### config.mk
export PLATFORM = sky130hd
export DESIGN_NAME = fetch_stage_flat
export DESIGN_NICKNAME = d
export VERILOG_FILES = /design/src/rtl/fetch_stage_if.sv /design/src/rtl/fetch_stage.sv /design/src/flat_wrapper.sv
export SDC_FILE = /design/constraint.sdc
export NUM_CORES = 1
export LEC_CHECK = 0
export BUFFER_PORTS_ARGS = -buffer_cell sky130_fd_sc_hd__buf_2
export CORE_UTILIZATION = 25
export CTS_CLUSTER_DIAMETER = 60
export DETAILED_ROUTE_END_ITERATION = 16
export GPL_TIMING_DRIVEN = 0
export PLACE_DENSITY_LB_ADDON = 0.15
export SETUP_SLACK_MARGIN = 0.2
export SYNTH_ARGS = -nofsm -noshare
export SYNTH_HDL_FRONTEND = slang
export SYNTH_SLANG_ARGS = --single-unit
### constraint.sdc
create_clock -name clk -period 2.6 [get_ports clk]
set_input_delay 0.26 -clock clk [delete_from_list [all_inputs] [get_ports clk]]
set_output_delay 0.26 -clock clk [all_outputs]
set_load 0.02 [all_outputs]
### src/rtl/fetch_stage_if.sv
// Instruction-memory read bus: fetch_stage drives it as master, the synchronous
// instruction memory answers as slave (read data valid the cycle after imem_en).
interface fetch_stage_if #(
  parameter int ADDR_W  = 10,
  parameter int INSTR_W = 32
);
  logic               imem_en;
  logic [ADDR_W-1:0]  imem_addr;
  logic [INSTR_W-1:0] imem_rdata;

  modport master (output imem_en, output imem_addr, input imem_rdata);
  modport slave  (input imem_en, input imem_addr, output imem_rdata);
endinterface

### src/rtl/fetch_stage.sv
// Instruction fetch + IF/ID register with a one-entry skid buffer for stalls.
// Optional performance counters are built only when FETCH_PERF_CNT_EN is defined.
module fetch_stage #(
  parameter int                ADDR_W   = 10,
  parameter int                INSTR_W  = 32,
  parameter logic [ADDR_W-1:0] RESET_PC = '0
) (
  input  logic               clk,
  input  logic               rst,
  input  logic               stall,
  input  logic               branch_taken,
  input  logic [ADDR_W-1:0]  branch_target,
  fetch_stage_if.master      imem,
  output logic               id_valid,
  output logic [INSTR_W-1:0] id_instr,
  output logic [ADDR_W-1:0]  id_pc,
  output logic [1:0]         instruction_type,
  output logic [4:0]         func,
  output logic [31:0]        perf_fetch_cnt,
  output logic [31:0]        perf_bubble_cnt
);

  localparam logic [1:0] ST_RUN       = 2'b00;
  localparam logic [1:0] ST_HOLD      = 2'b10;
  localparam logic [1:0] ST_HOLD_SKID = 2'b11;

  logic [ADDR_W-1:0]  pc_q, pc_d;
  logic [ADDR_W-1:0]  f_pc_q, f_pc_d;
  logic               f_valid_q, f_valid_d;
  logic               sk_valid_q, sk_valid_d;
  logic [INSTR_W-1:0] sk_instr_q, sk_instr_d;
  logic [ADDR_W-1:0]  sk_pc_q, sk_pc_d;
  logic               id_valid_q, id_valid_d;
  logic [INSTR_W-1:0] id_instr_q, id_instr_d;
  logic [ADDR_W-1:0]  id_pc_q, id_pc_d;
  logic [1:0]         state;
  logic               issue;

  // State is not stored: it is fully implied by the stall input and skid occupancy.
  always_comb begin
    state = ST_RUN;
    if (stall) begin
      state = sk_valid_q ? ST_HOLD_SKID : ST_HOLD;
    end
  end

  always_comb begin
    pc_d       = pc_q;
    f_pc_d     = f_pc_q;
    f_valid_d  = f_valid_q;
    sk_valid_d = sk_valid_q;
    sk_instr_d = sk_instr_q;
    sk_pc_d    = sk_pc_q;
    id_valid_d = id_valid_q;
    id_instr_d = id_instr_q;
    id_pc_d    = id_pc_q;
    issue      = 1'b0;

    if (branch_taken) begin
      // Redirect squashes the in-flight read, the skid entry and IF/ID.
      pc_d       = branch_target;
      f_valid_d  = 1'b0;
      sk_valid_d = 1'b0;
      id_valid_d = 1'b0;
    end else begin
      case (state)
        ST_RUN: begin
          issue     = 1'b1;
          f_pc_d    = pc_q;
          pc_d      = pc_q + ADDR_W'(1);
          f_valid_d = 1'b1;
          if (sk_valid_q) begin
            id_valid_d = 1'b1;
            id_instr_d = sk_instr_q;
            id_pc_d    = sk_pc_q;
            sk_valid_d = 1'b0;
          end else begin
            id_valid_d = f_valid_q;
            id_instr_d = imem.imem_rdata;
            id_pc_d    = f_pc_q;
          end
        end
        ST_HOLD: begin
          // The word requested last cycle arrives now; park it rather than lose it.
          if (f_valid_q) begin
            sk_valid_d = 1'b1;
            sk_instr_d = imem.imem_rdata;
            sk_pc_d    = f_pc_q;
          end
          f_valid_d = 1'b0;
        end
        default: begin
          f_valid_d = 1'b0;
        end
      endcase
    end
  end

  always_ff @(posedge clk or negedge rst) begin
    if (!rst) begin
      pc_q       <= RESET_PC;
      f_pc_q     <= '0;
      f_valid_q  <= 1'b0;
      sk_valid_q <= 1'b0;
      sk_instr_q <= '0;
      sk_pc_q    <= '0;
      id_valid_q <= 1'b0;
      id_instr_q <= '0;
      id_pc_q    <= '0;
    end else begin
      pc_q       <= pc_d;
      f_pc_q     <= f_pc_d;
      f_valid_q  <= f_valid_d;
      sk_valid_q <= sk_valid_d;
      sk_instr_q <= sk_instr_d;
      sk_pc_q    <= sk_pc_d;
      id_valid_q <= id_valid_d;
      id_instr_q <= id_instr_d;
      id_pc_q    <= id_pc_d;
    end
  end

  assign imem.imem_en   = rst & issue;
  assign imem.imem_addr = pc_q;

  assign id_valid = id_valid_q;
  assign id_instr = id_instr_q;
  assign id_pc    = id_pc_q;

  // Empty slots are presented as the unused type 2'b11 so control_unit sees a NOP.
  assign instruction_type = id_valid_q ? id_instr_q[31:30] : 2'b11;
  assign func             = id_valid_q ? id_instr_q[29:25] : 5'b00000;

`ifdef FETCH_PERF_CNT_EN
  logic [31:0] fetch_cnt_q, fetch_cnt_d;
  logic [31:0] bubble_cnt_q, bubble_cnt_d;

  always_comb begin
    fetch_cnt_d  = fetch_cnt_q;
    bubble_cnt_d = bubble_cnt_q;
    if (!branch_taken && !stall && id_valid_d) begin
      fetch_cnt_d = fetch_cnt_q + 32'd1;
    end
    if (!id_valid_d) begin
      bubble_cnt_d = bubble_cnt_q + 32'd1;
    end
  end

  always_ff @(posedge clk or negedge rst) begin
    if (!rst) begin
      fetch_cnt_q  <= '0;
      bubble_cnt_q <= '0;
    end else begin
      fetch_cnt_q  <= fetch_cnt_d;
      bubble_cnt_q <= bubble_cnt_d;
    end
  end

  assign perf_fetch_cnt  = fetch_cnt_q;
  assign perf_bubble_cnt = bubble_cnt_q;
`else
  assign perf_fetch_cnt  = 32'd0;
  assign perf_bubble_cnt = 32'd0;
`endif

endmodule

### src/flat_wrapper.sv
// flat-port wrapper written by rule: the top's interface ports become plain ports
module fetch_stage_flat 
#(
  parameter int                ADDR_W   = 10,
  parameter int                INSTR_W  = 32,
  parameter logic [ADDR_W-1:0] RESET_PC = '0
)
  (clk, rst, stall, branch_taken, branch_target, id_valid, id_instr, id_pc, instruction_type, func, perf_fetch_cnt, perf_bubble_cnt, imem_imem_en, imem_imem_addr, imem_imem_rdata);
  fetch_stage_if #(.ADDR_W(ADDR_W), .INSTR_W(INSTR_W)) imem_i ();
  input  logic clk;
  input  logic rst;
  input  logic stall;
  input  logic branch_taken;
  input  logic [ADDR_W-1:0] branch_target;
  output logic id_valid;
  output logic [INSTR_W-1:0] id_instr;
  output logic [ADDR_W-1:0] id_pc;
  output logic [1:0] instruction_type;
  output logic [4:0] func;
  output logic [31:0] perf_fetch_cnt;
  output logic [31:0] perf_bubble_cnt;
  output wire logic [$bits(imem_i.imem_en)-1:0] imem_imem_en;
  output wire logic [$bits(imem_i.imem_addr)-1:0] imem_imem_addr;
  input wire logic [$bits(imem_i.imem_rdata)-1:0] imem_imem_rdata;
  assign imem_imem_en = imem_i.imem_en;
  assign imem_imem_addr = imem_i.imem_addr;
  assign imem_i.imem_rdata = imem_imem_rdata;
  fetch_stage #(.ADDR_W(ADDR_W), .INSTR_W(INSTR_W), .RESET_PC(RESET_PC)) u_core (.clk(clk), .rst(rst), .stall(stall), .branch_taken(branch_taken), .branch_target(branch_target), .imem(imem_i), .id_valid(id_valid), .id_instr(id_instr), .id_pc(id_pc), .instruction_type(instruction_type), .func(func), .perf_fetch_cnt(perf_fetch_cnt), .perf_bubble_cnt(perf_bubble_cnt));
endmodule
* After elaboration in Yosys (flattened, before gate mapping)
Index checks and enable logic that the tools add are counted.
Storage, ports and cells: flip-flop bits (word level) 107, output and inout port bits 125, logic and storage cells 36
Operators by class: add/sub/neg operators 1, equality and inequality tests 2, muxes and demuxes 16, bitwise logic cells 2, reduce and logical (&&, ||, !) cells 6
Operators by type and width (count):
- $mux W32 | 1
- $mux W10 | 3
- $add A10 B1 Y10 const B | 1
- $mux W1 | 8
- $mux W5 | 1
- $mux W2 | 2
- $reduce_and A2 Y1 | 2
- $ne A3 B2 Y1 const B | 1
- $reduce_and A3 Y1 | 1
- $reduce_bool A3 Y1 | 1
- $eq A2 B2 Y1 const B | 1
- $logic_not A2 Y1 | 1
- $pmux W1 S2 | 1
- $reduce_bool A2 Y1 | 1
- $and A1 B1 Y1 | 1
- $not A1 Y1 | 1

* Logic depth before layout (Yosys ltp)
Gate-level depths: netlist of run 1.
word-level depth 6, gate-level depth with buffers 6, gate-level depth less buffers 4

* Worst setup path before layout of run 1
Ideal clock, no wire load.
path type reg-to-reg, start point reg u_core.pc_q[0], in the netlist u_core.imem.imem_addr[0], end point reg u_core.pc_q[8], in the netlist u_core.imem.imem_addr[8], setup time 0.126 ns, data arrival time 1.459 ns, data required time 2.474 ns, path slack 1.015 ns, cell stages (with the launch flop) 5, path through dfrtp_1 ha_1 nand3b_1 o311a_1 a221o_1
Between the ends: word-level cells in the longest chain between the ends 3
RTL lines:
- start, declared | RTL line fetch_stage.sv:27 | logic [ADDR_W-1:0] pc_q, pc_d;
- start signal, assigned | RTL line fetch_stage.sv:111 | pc_q <= pc_d;
- $add A10 B1 Y10 | RTL line fetch_stage.sv:70 | pc_d = pc_q + ADDR_W'(1);
- $mux W10 | RTL line fetch_stage.sv:66 | case (state)
- $mux W10 | RTL line fetch_stage.sv:59 | if (branch_taken) begin
Every way passes these cells. The select of a mux whose other input is x is not followed. A chain may end at the register's enable or synchronous reset.

* Worst setup path after layout of run 1
start point reg u_core.sk_valid_q, end point reg u_core.sk_instr_q[23]
Between the ends: word-level cells in the longest chain between the ends 4
RTL lines:
- start, declared | RTL line fetch_stage.sv:30 | logic sk_valid_q, sk_valid_d;
- start signal, assigned | RTL line fetch_stage.sv:114 | sk_valid_q <= sk_valid_d;
- $mux W1 | RTL line fetch_stage.sv:43 | state = sk_valid_q ? ST_HOLD_SKID : ST_HOLD;
- $mux W2 | RTL line fetch_stage.sv:42 | if (stall) begin
- $eq A2 B2 Y1 | RTL line fetch_stage.sv:66
- $reduce_and A3 Y1 (no source line)
- end signal, assigned | RTL line fetch_stage.sv:115 | sk_instr_q <= sk_instr_d;
- end, declared | RTL line fetch_stage.sv:31 | logic [INSTR_W-1:0] sk_instr_q, sk_instr_d;
Every way passes these cells.

==> results of run 1 <==
## cell usage after synthesis (all sizes together), types with 2 or more instances
cell type,count,share of area [%]
mux2,42,12
o211ai,3,0.43
nor3,3,0.28
or4,4,0.57
buf,85,12
mux2i,43,8.1
nand2,79,5.6
nor2b,3,0.40
clkbuf,4,0.28
o21ai,49,4.6
dfrtp,107,51
xor2,3,0.50
nand4b,2,0.62
nand3,5,0.47
and2,7,0.83
inv,3,0.21
nand2b,2,0.24
## through the flow
step                      instance area (um^2)  cells  setup TNS [ps]  util (%)  power, mW
after floorplan                           5520    520               0         -       2.92
after global placement                    6390    896           -5670      31.2       3.23
after detailed placement                  6420    897               0      31.3       3.26
after CTS                                 6720    913               0      32.8       4.72
after global routing                      6720    913               0      32.8       4.92
final                                     6720    913               0      32.8       4.64
## layer usage
layer | part of all wire, % | wire, um | global-route usage [%]
met1 | 49 | 6170 | 17.0
met2 | 45 | 5700 | 19.3
met3 | 4.3 | 544 | 2.05
met4 | 1.7 | 209 | 4.79
met5 | 0 | 0 | 0
## power breakdown
part | internal (mW) | switching (mW)
clock network | 0.778 | 0.639
registers | 1.96 | 0.202
logic | 0.506 | 0.550
## state kept, by name (all words and copies together), names as in the netlist
signal,count
u_core.id_pc,10
u_core.id_valid,1
u_core.sk_pc_q,10
u_core.f_valid_q,1
u_core.sk_instr_q,32
u_core.f_pc_q,10
u_core.sk_valid_q,1
u_core.imem.imem_addr,10
u_core.id_instr,32
## cell type report
| class | instances | area (um^2) | area share (%) |
|---|---|---|---|
| repair buffers | 107 | 561 | 8.34 |
| clock inverters | 5 | 62.6 | 0.931 |
| inverters | 3 | 11.3 | 0.168 |
| clock buffers | 11 | 243 | 3.61 |
| well taps | 270 | 338 | 5.03 |
| flip-flops and latches | 107 | 2680 | 39.8 |
| plain buffers | 89 | 654 | 9.73 |
| multi-input cells | 321 | 2180 | 32.4 |
## kinds of logic (layout without fill, tap and decap cells)
logic type	count (synthesis)	in the layout	share of synthesized area (%)
multiplexers	85	85	19.9
XOR/XNOR	4	4	0.663
adder cells (fa/ha/maj)	1	1	0.237
AND/OR/NAND/NOR	111	111	9.99
AO/OA/AOI/OAI	56	56	5.80
buffers and inverters	92	215	12.6
flip-flops	107	107	50.7
other	1	64	0.0710
## final timing paths
check,end,startpoint,slack [ps],cells after the start
min in group clk,u_core.imem.imem_addr[7],branch_target[7],120,3
min reg2reg,u_core.id_instr[2],u_core.id_instr[2],480,2
max,u_core.sk_instr_q[23],u_core.sk_valid_q,990,5
max reg2reg,u_core.sk_instr_q[23],u_core.sk_valid_q,990,5
min,u_core.imem.imem_addr[4],rst,4,1
max in group asynchronous,u_core.id_instr[2],rst,1870,2
==> results.yml, run 1 <==
logic_synthesis:
  ys_seq_elements: 107
  synth_edf_count: 0
  syn_area_um2: 5280
  synthArstFlopShare_pct: 100
  yosysSeqAreaShare_pct: 50.7
  synth_cell_types: 39
  ys_warn_count: 0
  syn_inst: 457
  syn-mean-instance-area_um2: 11.6
  yosys_most_used_dff: "dfrtp_1"
drt:
  firstDrtPassIters: 4
  vias_per_cell: 3.96
  route.detailed.drc: 0
  vias: 3615
  drt_iter0_markers: 127
  drt.antenna.violating_nets: 0
  drt-total-wl_mm: 12.6
  avgRoutedWirePerCell_um: 13.8
place:
  io_buffers: 106
  dpl_worst_slack_ps: 898
  routabilityCongestion: 0.664
  dp_hpwl_mm: 8.98
floorplan:
  start_util_pct: 25.8
  die_width_um: 147
  die_area_um2: 21700
  core_area_um2: 20500
  core.rowCount: 52
  die_height_um: 147
  io_pins: 171
critical_path:
  worst-path-buf-inv: 3
  criticalPathCategory: "flop to flop"
  slowest_stage: "dfrtp_1"
  arrival_ps: 1830
  critPathTopFamily: "buffers and inverters"
  critPathMaxStageDelay_ps: 360
  path_max_fanout: 10
  critPathCaptureType: "flop"
  crit_chain: "buf_4 > and4bb_1 > buf_6 > buf_8 > mux2_4"
  start_kind: "flop"
  worst_ep_required_time_ps: 2830
clocking:
  clock_latency_ps: 350
  cts_buffers: 9
  ctsResizeCount: 0
  clockRootBuffer: "clkbuf_16"
  clk_path_buf_depth: 2
  h-tree-depth: 3
  post_cts_buffers: 0
  cts-hold-fix-buffers: 0
  clock-sinks: 107
  cts_tree: "built"
  clk_pin_slew_worst_paths_ps: 70
timing:
  fin_crit_sh_pct: 61.8
  tightest_slew_ps: 812
  setup_ws_ps: 994
  setup_viol: 0
  maxSlewHeadroom_pct: 45.9
  hold_slack_ps: 3.80
  max_freq_mhz: 623
  finClkSkew_ps: 8.74
  fin_crit_ps: 1610
  rsz0062_at_grt: "false"
  maxSlewViolCount: 0
  hold_viol: 0
power:
  vdd_drop_max_v: 0.000278
  cellPowerDensity_nw_per_um2: 690
  power_leakage_nw: 3.37
final_layout:
  areaGrowthSynthToFinish_pct: 27.3
  fillCellCount: 2171
  final_common_cell: "buf_2"
  layout_common_cells: "buf_2 (118), dfrtp_1 (107), nand2_1 (79)"
  nets: 685
  drive_above_1_share_pct: 39.0
  n_antenna_cell: 0
global_routing:
  grt_pass1_vias: 3834
  grt_antenna_before_repair: 0
  grt-ovfl-total: 0
  grt_use_total_pct: 12.3
  grt_pass1_wl_mm: 20.7
  grt_max_degree: 61
outcome:
  status: "complete, no violations"
job:
  maxCapViolations: 0
hold_path:
  hold_class: "input port to async pin"
No activity file was read; power rests on OpenSTA's default activity.
==> run 2: changes to the inputs <==
==> constraint.sdc (replaced) <==
create_clock -name clk -period 1.65 [get_ports clk]
set_input_delay 0.165 -clock clk [delete_from_list [all_inputs] [get_ports clk]]
set_output_delay 0.165 -clock clk [all_outputs]
set_load 0.02 [all_outputs]
==> run 2 against run 1 <==
Against the previous run: the flow now finishes with violations (negative hold slack); critical endpoint is now u_core.sk_instr_q[13]; via count is 1.7% higher; highest routed layer unchanged; final cell count grew 1.3%; sequential power grew 56%; clock power grew 68%; utilization up 1.0 points.
==> results.yml, run 2 (synthesis results as in run 1) <==
timing:
  fin_crit_ps: 1530
  max_freq_mhz: 653
  tightest_slew_ps: 573
  setup_viol: 0
  hold_slack_ps: -263
  maxSlewHeadroom_pct: 61.8
  rsz0062_at_grt: "true"
  finClkSkew_ps: 9.04
  finalSetupTns_ps: 0
  maxSlewViolCount: 0
  fin_crit_sh_pct: 92.8
  hold_viol: 48
drt:
  firstDrtPassIters: 5
  vias: 3677
  drt.antenna.violating_nets: 0
  drt-total-wl_mm: 12.8
  vias_per_cell: 3.98
  avgRoutedWirePerCell_um: 13.8
  drt_iter0_markers: 129
  route.detailed.drc: 0
global_routing:
  grt_antenna_before_repair: 1
  grtUsageMet3_pct: 2.55
  grt_use_total_pct: 12.2
  grt_use_met1_pct: 16.2
  grt_pass1_vias: 3695
  grt.busiest_layer: "met2"
  grt-ovfl-total: 0
  grt_max_degree: 60
  met2_usage_pct: 19.2
  grt_pass1_wl_mm: 20.4
critical_path:
  worst-path-buf-inv: 3
  rr_worst_depth: 5
  path_common_cell: "buf_12"
  cp.depth: 5
  worst_ep_required_time_ps: 1890
  start_kind: "flop"
  slowest_stage: "dfrtp_1"
  arrival_ps: 1770
  critPathMaxStageDelay_ps: 380
  critPathTopFamily: "buffers and inverters"
  critPathCaptureType: "flop"
  path_max_fanout: 10
  criticalPathCategory: "flop to flop"
  crit_chain: "buf_6 > and4bb_1 > buf_12 > buf_12 > mux2_4"
clocking:
  clk_pin_slew_worst_paths_ps: 70
  cts_buffers: 9
  cts_tree: "built"
  cts-hold-fix-buffers: 2
  clock_latency_ps: 350
  clk_path_buf_depth: 2
  clockRootBuffer: "clkbuf_16"
  clock-sinks: 107
  h-tree-depth: 3
final_layout:
  drive_above_1_share_pct: 41.0
  final_common_cell: "buf_2"
  fin_util_pct: 33.8
  areaGrowthSynthToFinish_pct: 31.3
  layout_common_cells: "buf_2 (114), dfrtp_1 (100), nand2_1 (79)"
  final-seq-area_um2: 2690
  fin_area_um2: 6940
  multiInputGateArea_um2: 2190
  fillCellCount: 2129
  nets: 695
outcome:
  violations: "negative hold slack"
  status: "finished with violations"
floorplan:
  core.rowCount: 52
  io_pins: 171
  die_area_um2: 21700
  die_height_um: 147
  die_width_um: 147
  core_area_um2: 20500
  start_util_pct: 25.8
power:
  vdd_drop_max_v: 0.000475
  power_leakage_nw: 3.45
  cellPowerDensity_nw_per_um2: 1080
place:
  io_buffers: 106
  placedInstanceArea_um2: 6440
  dp_hpwl_mm: 9.12
  routabilityCongestion: 0.654
hold_path:
  hold_class: "input port to async pin"
job:
  maxCapViolations: 0
run 2: worst paths after layout:
check                           slack [ps]                       end               from
worst max-delay path                   120     u_core.sk_instr_q[13]  u_core.sk_valid_q
worst min-delay path                  -260  u_core.imem.imem_addr[1]                rst
worst max register to register         120     u_core.sk_instr_q[13]  u_core.sk_valid_q
worst min register to register         480           u_core.id_pc[9]    u_core.id_pc[9]
max in group asynchronous             1240     u_core.sk_instr_q[25]                rst
min in group clk                        30  u_core.imem.imem_addr[0]   branch_target[0]
run 2: through the flow:
stage               total power, mW  setup slack (ps)  cells
floorplan                      4.60               198    520
detailed placement             5.16              71.6    897
finish                         7.50               118    925
global route                   7.93              73.6    923
global placement               5.11             -1140    896
CTS                            7.62              89.0    920
run 2: area by class of cell:
cell class | instances | share of cell area [%]
Sequential cell | 107 | 38.7
Multi-Input combinational cell | 321 | 31.6
Buffer | 89 | 10.1
Timing Repair Buffer | 117 | 9.83
Tap cell | 270 | 4.87
Clock buffer | 9 | 3.25
Clock inverter | 7 | 1.43
Inverter | 3 | 0.162
Antenna cell | 2 | 0.0722
run 2: where the power goes:
group / internal, mW / switching [mW] / total, mW
logic: 0.834 / 0.898 / 1.73
registers: 3.10 / 0.297 / 3.39
clock network: 1.34 / 1.03 / 2.38
total: 5.27 / 2.23 / 7.50
run 2: what timing repair did:
item / 4_1_cts / 5_1_grt
setup endpoints to repair: 49 / 81
gates resized for setup: 7 / 14
buffers inserted: 4 / 2
gates cloned: 1 / 1
pin swaps: 0 / 1
hold endpoints to repair: 50 / 48
run 2: routing by layer:
layer	wire (um)	up-vias
met1	5980	1747
li1	-	1801
met4	204	0
met5	0	-
met2	5970	118
met3	639	11
